<file path="src/rtl/vga_timing_pkg.sv">
// ---------------------------------------------------------------------------
// vga_timing_pkg
// Shared definitions for the VGA scan controller:
//   - default 640x480@60 timing values (pixel clock = clk_100MHz / 4)
//   - scan FSM state encoding
//   - packed bundle of the registered scan outputs
// ---------------------------------------------------------------------------
package vga_timing_pkg;

  localparam int   DEF_H_ACTIVE = 640;
  localparam int   DEF_H_FP     = 16;
  localparam int   DEF_H_SYNC   = 96;
  localparam int   DEF_H_BP     = 48;
  localparam int   DEF_V_ACTIVE = 480;
  localparam int   DEF_V_FP     = 10;
  localparam int   DEF_V_SYNC   = 2;
  localparam int   DEF_V_BP     = 33;
  localparam int   DEF_DIV      = 4;
  localparam logic DEF_SYNC_POL = 1'b0;

  typedef enum logic [1:0] {
    ST_IDLE  = 2'b00,
    ST_RUN   = 2'b01,
    ST_DRAIN = 2'b10
  } scan_state_e;

  // Every registered output except pix_ce, grouped so one register holds them.
  typedef struct packed {
    logic       hsync;
    logic       vsync;
    logic       video_on;
    logic [9:0] pix_x;
    logic [9:0] pix_y;
    logic       line_start;
    logic       frame_start;
    logic       vblank_start;
    logic       running;
  } scan_out_t;

endpackage

</file>
<file path="src/rtl/pix_ce_gen.sv">
// ---------------------------------------------------------------------------
// pix_ce_gen
// Free-running modulo-DIV divider producing a one-cycle pixel strobe.
// Ports:
//   clk_100MHz : system clock
//   reset      : asynchronous active-high reset (counter cleared, strobe low)
//   pix_ce     : high for one clk_100MHz cycle out of every DIV
// After reset release the strobe is first sampled high on the DIV-th edge.
// ---------------------------------------------------------------------------
module pix_ce_gen #(
  parameter int DIV = 4
) (
  input  logic clk_100MHz,
  input  logic reset,
  output logic pix_ce
);

  localparam int             CW   = (DIV > 1) ? $clog2(DIV) : 1;
  localparam logic [CW-1:0]  LAST = CW'(DIV - 1);

  logic [CW-1:0] div_cnt_r;

  // Divider counter, wraps at DIV-1.
  always_ff @(posedge clk_100MHz or posedge reset) begin
    if (reset) begin
      div_cnt_r <= '0;
    end else if (div_cnt_r == LAST) begin
      div_cnt_r <= '0;
    end else begin
      div_cnt_r <= div_cnt_r + CW'(1);
    end
  end

  // Reset gating keeps the strobe low during reset even when DIV is 1.
  assign pix_ce = ~reset & (div_cnt_r == LAST);

endmodule

</file>
<file path="src/rtl/vga_scan_ctrl.sv">
// ---------------------------------------------------------------------------
// vga_scan_ctrl
// VGA raster scan controller with IDLE / RUN / DRAIN sequencing.
// Ports:
//   clk_100MHz   : system clock
//   reset        : asynchronous active-high reset
//   enable       : level request to scan; dropping it lets the frame finish
//   pix_ce       : pixel strobe (combinational decode of the divider)
//   hsync, vsync : sync outputs, active level SYNC_POL
//   video_on     : high inside the visible area
//   pix_x, pix_y : visible coordinates, 0 outside the visible area
//   line_start, frame_start, vblank_start : one-clk event pulses
//   running      : FSM is not IDLE
// All outputs except pix_ce are registered and decoded from the counter
// values being loaded on the same pix_ce edge.
// ---------------------------------------------------------------------------
module vga_scan_ctrl
  import vga_timing_pkg::*;
#(
  parameter int   H_ACTIVE = DEF_H_ACTIVE,
  parameter int   H_FP     = DEF_H_FP,
  parameter int   H_SYNC   = DEF_H_SYNC,
  parameter int   H_BP     = DEF_H_BP,
  parameter int   V_ACTIVE = DEF_V_ACTIVE,
  parameter int   V_FP     = DEF_V_FP,
  parameter int   V_SYNC   = DEF_V_SYNC,
  parameter int   V_BP     = DEF_V_BP,
  parameter int   DIV      = DEF_DIV,
  parameter logic SYNC_POL = DEF_SYNC_POL
) (
  input  logic       clk_100MHz,
  input  logic       reset,
  input  logic       enable,
  output logic       pix_ce,
  output logic       hsync,
  output logic       vsync,
  output logic       video_on,
  output logic [9:0] pix_x,
  output logic [9:0] pix_y,
  output logic       line_start,
  output logic       frame_start,
  output logic       vblank_start,
  output logic       running
);

  localparam int H_TOTAL = H_ACTIVE + H_FP + H_SYNC + H_BP;
  localparam int V_TOTAL = V_ACTIVE + V_FP + V_SYNC + V_BP;
  localparam int HW      = $clog2(H_TOTAL);
  localparam int VW      = $clog2(V_TOTAL);

  localparam logic [HW-1:0] H_LAST    = HW'(H_TOTAL - 1);
  localparam logic [HW-1:0] H_VIS     = HW'(H_ACTIVE);
  localparam logic [HW-1:0] H_SYNC_LO = HW'(H_ACTIVE + H_FP);
  localparam logic [HW-1:0] H_SYNC_HI = HW'(H_ACTIVE + H_FP + H_SYNC - 1);
  localparam logic [VW-1:0] V_LAST    = VW'(V_TOTAL - 1);
  localparam logic [VW-1:0] V_VIS     = VW'(V_ACTIVE);
  localparam logic [VW-1:0] V_SYNC_LO = VW'(V_ACTIVE + V_FP);
  localparam logic [VW-1:0] V_SYNC_HI = VW'(V_ACTIVE + V_FP + V_SYNC - 1);

  localparam scan_out_t IDLE_OUT = '{
    hsync:        ~SYNC_POL,
    vsync:        ~SYNC_POL,
    video_on:     1'b0,
    pix_x:        10'd0,
    pix_y:        10'd0,
    line_start:   1'b0,
    frame_start:  1'b0,
    vblank_start: 1'b0,
    running:      1'b0
  };

  logic          pix_ce_s;
  scan_state_e   state_r, state_s;
  logic [HW-1:0] h_cnt_r, h_inc_s, h_nxt_s;
  logic [VW-1:0] v_cnt_r, v_inc_s, v_nxt_s;
  logic          frame_end_s;
  logic          active_s;
  logic          visible_s;
  scan_out_t     out_r, out_s;

  pix_ce_gen #(.DIV(DIV)) u_pix_ce_gen (
    .clk_100MHz (clk_100MHz),
    .reset      (reset),
    .pix_ce     (pix_ce_s)
  );

  // Raster advance: next position if the scan simply moves on one pixel.
  always_comb begin
    h_inc_s     = (h_cnt_r == H_LAST) ? '0 : h_cnt_r + HW'(1);
    v_inc_s     = v_cnt_r;
    frame_end_s = (h_cnt_r == H_LAST) && (v_cnt_r == V_LAST);
    if (h_cnt_r == H_LAST) begin
      v_inc_s = (v_cnt_r == V_LAST) ? '0 : v_cnt_r + VW'(1);
    end else begin
      v_inc_s = v_cnt_r;
    end
  end

  // Next-state logic; active_s says whether the scan is live after the edge.
  always_comb begin
    state_s  = state_r;
    h_nxt_s  = h_inc_s;
    v_nxt_s  = v_inc_s;
    active_s = 1'b1;
    case (state_r)
      ST_IDLE: begin
        h_nxt_s = '0;
        v_nxt_s = '0;
        if (enable) begin
          state_s = ST_RUN;
        end else begin
          state_s  = ST_IDLE;
          active_s = 1'b0;
        end
      end
      ST_RUN: begin
        if (enable) begin
          state_s = ST_RUN;
        end else begin
          state_s = ST_DRAIN;
        end
      end
      ST_DRAIN: begin
        // enable wins over the final wrap, so a restart loses no frame.
        if (enable) begin
          state_s = ST_RUN;
        end else if (frame_end_s) begin
          state_s  = ST_IDLE;
          active_s = 1'b0;
        end else begin
          state_s = ST_DRAIN;
        end
      end
      default: begin
        state_s  = ST_IDLE;
        h_nxt_s  = '0;
        v_nxt_s  = '0;
        active_s = 1'b0;
      end
    endcase
  end

  // Output decode from the post-edge counter values.
  always_comb begin
    out_s     = IDLE_OUT;
    visible_s = (h_nxt_s < H_VIS) && (v_nxt_s < V_VIS);
    if (active_s) begin
      out_s.hsync        = ((h_nxt_s >= H_SYNC_LO) && (h_nxt_s <= H_SYNC_HI)) ? SYNC_POL : ~SYNC_POL;
      out_s.vsync        = ((v_nxt_s >= V_SYNC_LO) && (v_nxt_s <= V_SYNC_HI)) ? SYNC_POL : ~SYNC_POL;
      out_s.video_on     = visible_s;
      out_s.pix_x        = visible_s ? 10'(h_nxt_s) : 10'd0;
      out_s.pix_y        = visible_s ? 10'(v_nxt_s) : 10'd0;
      out_s.line_start   = (h_nxt_s == '0);
      out_s.frame_start  = (h_nxt_s == '0) && (v_nxt_s == '0);
      out_s.vblank_start = (h_nxt_s == '0) && (v_nxt_s == V_VIS);
      out_s.running      = 1'b1;
    end else begin
      out_s = IDLE_OUT;
    end
  end

  // FSM state and raster counters, advanced only on pixel strobes.
  always_ff @(posedge clk_100MHz or posedge reset) begin
    if (reset) begin
      state_r <= ST_IDLE;
      h_cnt_r <= '0;
      v_cnt_r <= '0;
    end else if (pix_ce_s) begin
      state_r <= state_s;
      h_cnt_r <= h_nxt_s;
      v_cnt_r <= v_nxt_s;
    end else begin
      state_r <= state_r;
      h_cnt_r <= h_cnt_r;
      v_cnt_r <= v_cnt_r;
    end
  end

  // Output register; event pulses last one clk_100MHz cycle only.
  always_ff @(posedge clk_100MHz or posedge reset) begin
    if (reset) begin
      out_r <= IDLE_OUT;
    end else if (pix_ce_s) begin
      out_r <= out_s;
    end else begin
      out_r.line_start   <= 1'b0;
      out_r.frame_start  <= 1'b0;
      out_r.vblank_start <= 1'b0;
    end
  end

  assign pix_ce       = pix_ce_s;
  assign hsync        = out_r.hsync;
  assign vsync        = out_r.vsync;
  assign video_on     = out_r.video_on;
  assign pix_x        = out_r.pix_x;
  assign pix_y        = out_r.pix_y;
  assign line_start   = out_r.line_start;
  assign frame_start  = out_r.frame_start;
  assign vblank_start = out_r.vblank_start;
  assign running      = out_r.running;

endmodule

</file>
<file path="config.mk">
export PLATFORM = sky130hd
export DESIGN_NAME = vga_scan_ctrl
export DESIGN_NICKNAME = d
export VERILOG_FILES = /design/src/rtl/vga_timing_pkg.sv /design/src/rtl/pix_ce_gen.sv /design/src/rtl/vga_scan_ctrl.sv
export SDC_FILE = /design/constraint.sdc
export NUM_CORES = 1
export LEC_CHECK = 0
export CORE_AREA = 2 2 81 83
export DETAILED_ROUTE_END_ITERATION = 16
export DIE_AREA = 0 0 83 85
export GPL_TIMING_DRIVEN = 0
export PLACE_DENSITY_LB_ADDON = 0.25
export SETUP_SLACK_MARGIN = 0.1
export SLEW_MARGIN = 5
export SYNTH_ARGS = -nofsm -noshare
export SYNTH_HDL_FRONTEND = slang
export SYNTH_SLANG_ARGS = --single-unit
</file>
<file path="constraint.sdc">
create_clock -name clk_100MHz -period 3.9 [get_ports clk_100MHz]
set_input_delay 0.78 -clock clk_100MHz [delete_from_list [all_inputs] [get_ports clk_100MHz]]
set_output_delay 0.78 -clock clk_100MHz [all_outputs]
set_load 0.01 [all_outputs]
</file>
==> flow_summary.ini <==
[synthesis]
syn_inst = 334
syn_nets = 345
syn_area_per_cell_um2 = 8.96
ys_seq_area_share_pct = 42.7
async_flop_share_pct = 100
yosysTopAreaCell = dfrtp_1
synth_cell_type_count = 53
ys_seq_elements = 51
synthFlopType = dfrtp_1
yosysTopAreaCellShare_pct = 41.0
synth_area_mm2 = 0.00299
yosys_warnings = 0
synth_edf_count = 0
ys_top_cells_by_area = dfrtp_1 41%, nand2_1 8.5%, o21ai_0 3.8%

[setup_path]
critPathKind = register to register
crit_path_cell_trace = ha_1, clkbuf_1, nand4_1, buf_2, o31ai_2, o21bai_1, o21bai_1, a221o_1, buf_6, buf_12, o21ai_2
critPathLaunchType = register
path_max_fanout = 10
crit_arrival_ps = 3670
cp_common_cell = o21bai_1
cp_slowest_cell = o31ai_2
slowest_delay_ps = 660
worstPathRequired_ps = 4140
cp-end-kind = register

[layout]
finalNonFillerCells = 450
final_common_cell = nand2_1
seqCellArea_mm2 = 0.00128
final_cell_mix = 68 x nand2_1, 49 x dfrtp_1, 30 x clkdlybuf4s50_1
layout-drive-gt1-share_pct = 10.2
multi_input_area_mm2 = 0.00155
postLayoutCellArea_mm2 = 0.00350
fill_cells = 575
syn2layout_area_growth_pct = 17.0
fin_nets = 383
antenna_cells = 0

[outcome]
status = complete, no violations

[timing]
skew_ps = 11.2
setup_ws_ps = 472
drv_slew = 0
worst_slew_pin_slew_ps = 743
rsz0062_at_grt = no
post-route-period-util_pct = 87.9
post-route-min-period_ps = 3430
finalHoldViolCount = 0
finalSetupViolations = 0
finalSetupTns_ps = 0
fmaxAchievable_mhz = 292
max_slew_margin_pct = 50.1

[clock_network]
numCtsBuffers = 5
insertion_delay_ps = 310
path_clk_slew_ps = 100
clock_sinks = 51
cts_tree = built
cts_root_buffer = clkbuf_8
hold_buffers = 0
cts_resized = 0
clockBufferDepth = 2
cts_setup_buffers = 0
htreeDepth = 2

[placement]
gp_congestion = 0.931
post-dp-hpwl_um = 5520
place_area_mm2 = 0.00341
place_ws_ps = 584
io_buffer_count = 30
dp.cells = 442

[global_route]
grt_pass1_vias = 2481
antenna_found_initial = 0
grt.overflow.total = 0
grt_pass1_wl_um = 12800
grt_usage_pct = 22.4
grt_max_degree = 32

[die]
die_area_mm2 = 0.00706
ios = 31
die_w_um = 83
die_h_um = 85
core_mm2 = 0.00620
start_util_pct = 48.2
rows = 29

[route]
vias_per_cell = 5.83
drc_errors = 0
postRouteAntennaNets = 0
drt_iter0_drc = 216
wl_um = 7480
wl_per_cell_um = 16.6
num_vias = 2622
dr.pass1.iters = 4

[power]
ir_drop_mv = 0.188
leakage_nw = 1.38
power_density_mw_per_mm2 = 308
power_mw = 1.08

[run]
maxCapViolCount = 0

[hold_path]
hold_class = register to register
-- synthesized netlist by cell type (4+ instances only) --
library cell / n
clkbuf_1: 15
o31ai_1: 12
o41ai_1: 6
dfrtp_1: 49
buf_2: 4
inv_1: 8
nor4_1: 6
xor2_1: 8
nor2_1: 14
o21ai_0: 23
a21oi_1: 6
nand4_1: 7
or3_1: 4
o21ai_2: 9
a31oi_1: 6
xnor2_1: 10
ha_1: 8
nand3_1: 13
nor3b_1: 4
nand2_1: 68
nor3_1: 6
-- critical path, delay by kind of cell (launching register included) --
kind / cells / cell delay (ps)
AOI/OAI and AO/OA: 5 / 1590
buffers and inverters: 4 / 850
DFF: 1 / 510
and+or+nand+nor: 1 / 200
adders and majority gates: 1 / 190
-- layer usage --
layer	wire, um	global-route usage, %
met5	0	0
met4	142	8.05
met3	279	3.40
met2	3560	35.9
met1	3500	31.1
-- cell families after synthesis --
| logic type | after synthesis | synth area share [%] |
|---|---|---|
| buffers and inverters | 33 | 5.60 |
| adders and majority gates | 8 | 3.35 |
| DFF | 51 | 42.7 |
| AOI/OAI and AO/OA | 78 | 18.6 |
| xor gates and xnor gates | 18 | 5.27 |
| muxes | 3 | 1.05 |
| and+or+nand+nor | 143 | 23.4 |
-- cell type report --
| cell class | count | share of cell area [%] |
|---|---|---|
| Multi-Input combinational cell | 250 | 44.1 |
| Clock inverter | 3 | 0.679 |
| Clock buffer | 5 | 1.97 |
| Tap cell | 77 | 2.75 |
| Sequential cell | 51 | 36.5 |
| Inverter | 8 | 0.858 |
| Timing Repair Buffer | 31 | 9.15 |
| Buffer | 25 | 3.93 |
-- through the flow --
stage,hold slack [ps],util [%]
finish,438,56.4
global route,470,56.4
CTS,441,56.4
detailed placement,426,54.9
global placement,413,54.6
floorplan,403,-
-- registers in the layout, indices dropped and copies added (netlist names) --
register / flops
vsync: 1
video_on: 1
pix_y: 10
line_start: 1
u_pix_ce_gen.div_cnt_r: 2
running: 1
h_cnt_r: 10
pix_x: 10
vblank_start: 1
hsync: 1
state_r: 2
v_cnt_r: 10
frame_start: 1
-- worst paths after layout --
path / start / end / slack (ps) / cells after the start
max: h_cnt_r[0]$_DFFE_PP0P_ / pix_x[4]$_DFFE_PP0P_ / 470 / 11
min: u_pix_ce_gen.div_cnt_r[0]$_DFF_PP0_ / u_pix_ce_gen.div_cnt_r[0]$_DFF_PP0_ / 440 / 1
max reg2reg: h_cnt_r[0]$_DFFE_PP0P_ / pix_x[4]$_DFFE_PP0P_ / 470 / 11
min reg2reg: u_pix_ce_gen.div_cnt_r[0]$_DFF_PP0_ / u_pix_ce_gen.div_cnt_r[0]$_DFF_PP0_ / 440 / 1
max in group asynchronous: reset / vsync$_DFFE_PP1P_ / 2500 / 3
min in group asynchronous: reset / u_pix_ce_gen.div_cnt_r[0]$_DFF_PP0_ / 810 / 2
-- where the power goes --
group          leakage [nW]  switching, mW  internal, mW
Clock                0.0408          0.190         0.129
Combinational         0.650          0.117        0.0701
Sequential            0.694         0.0240         0.549
(Power assumes the default switching activity.)
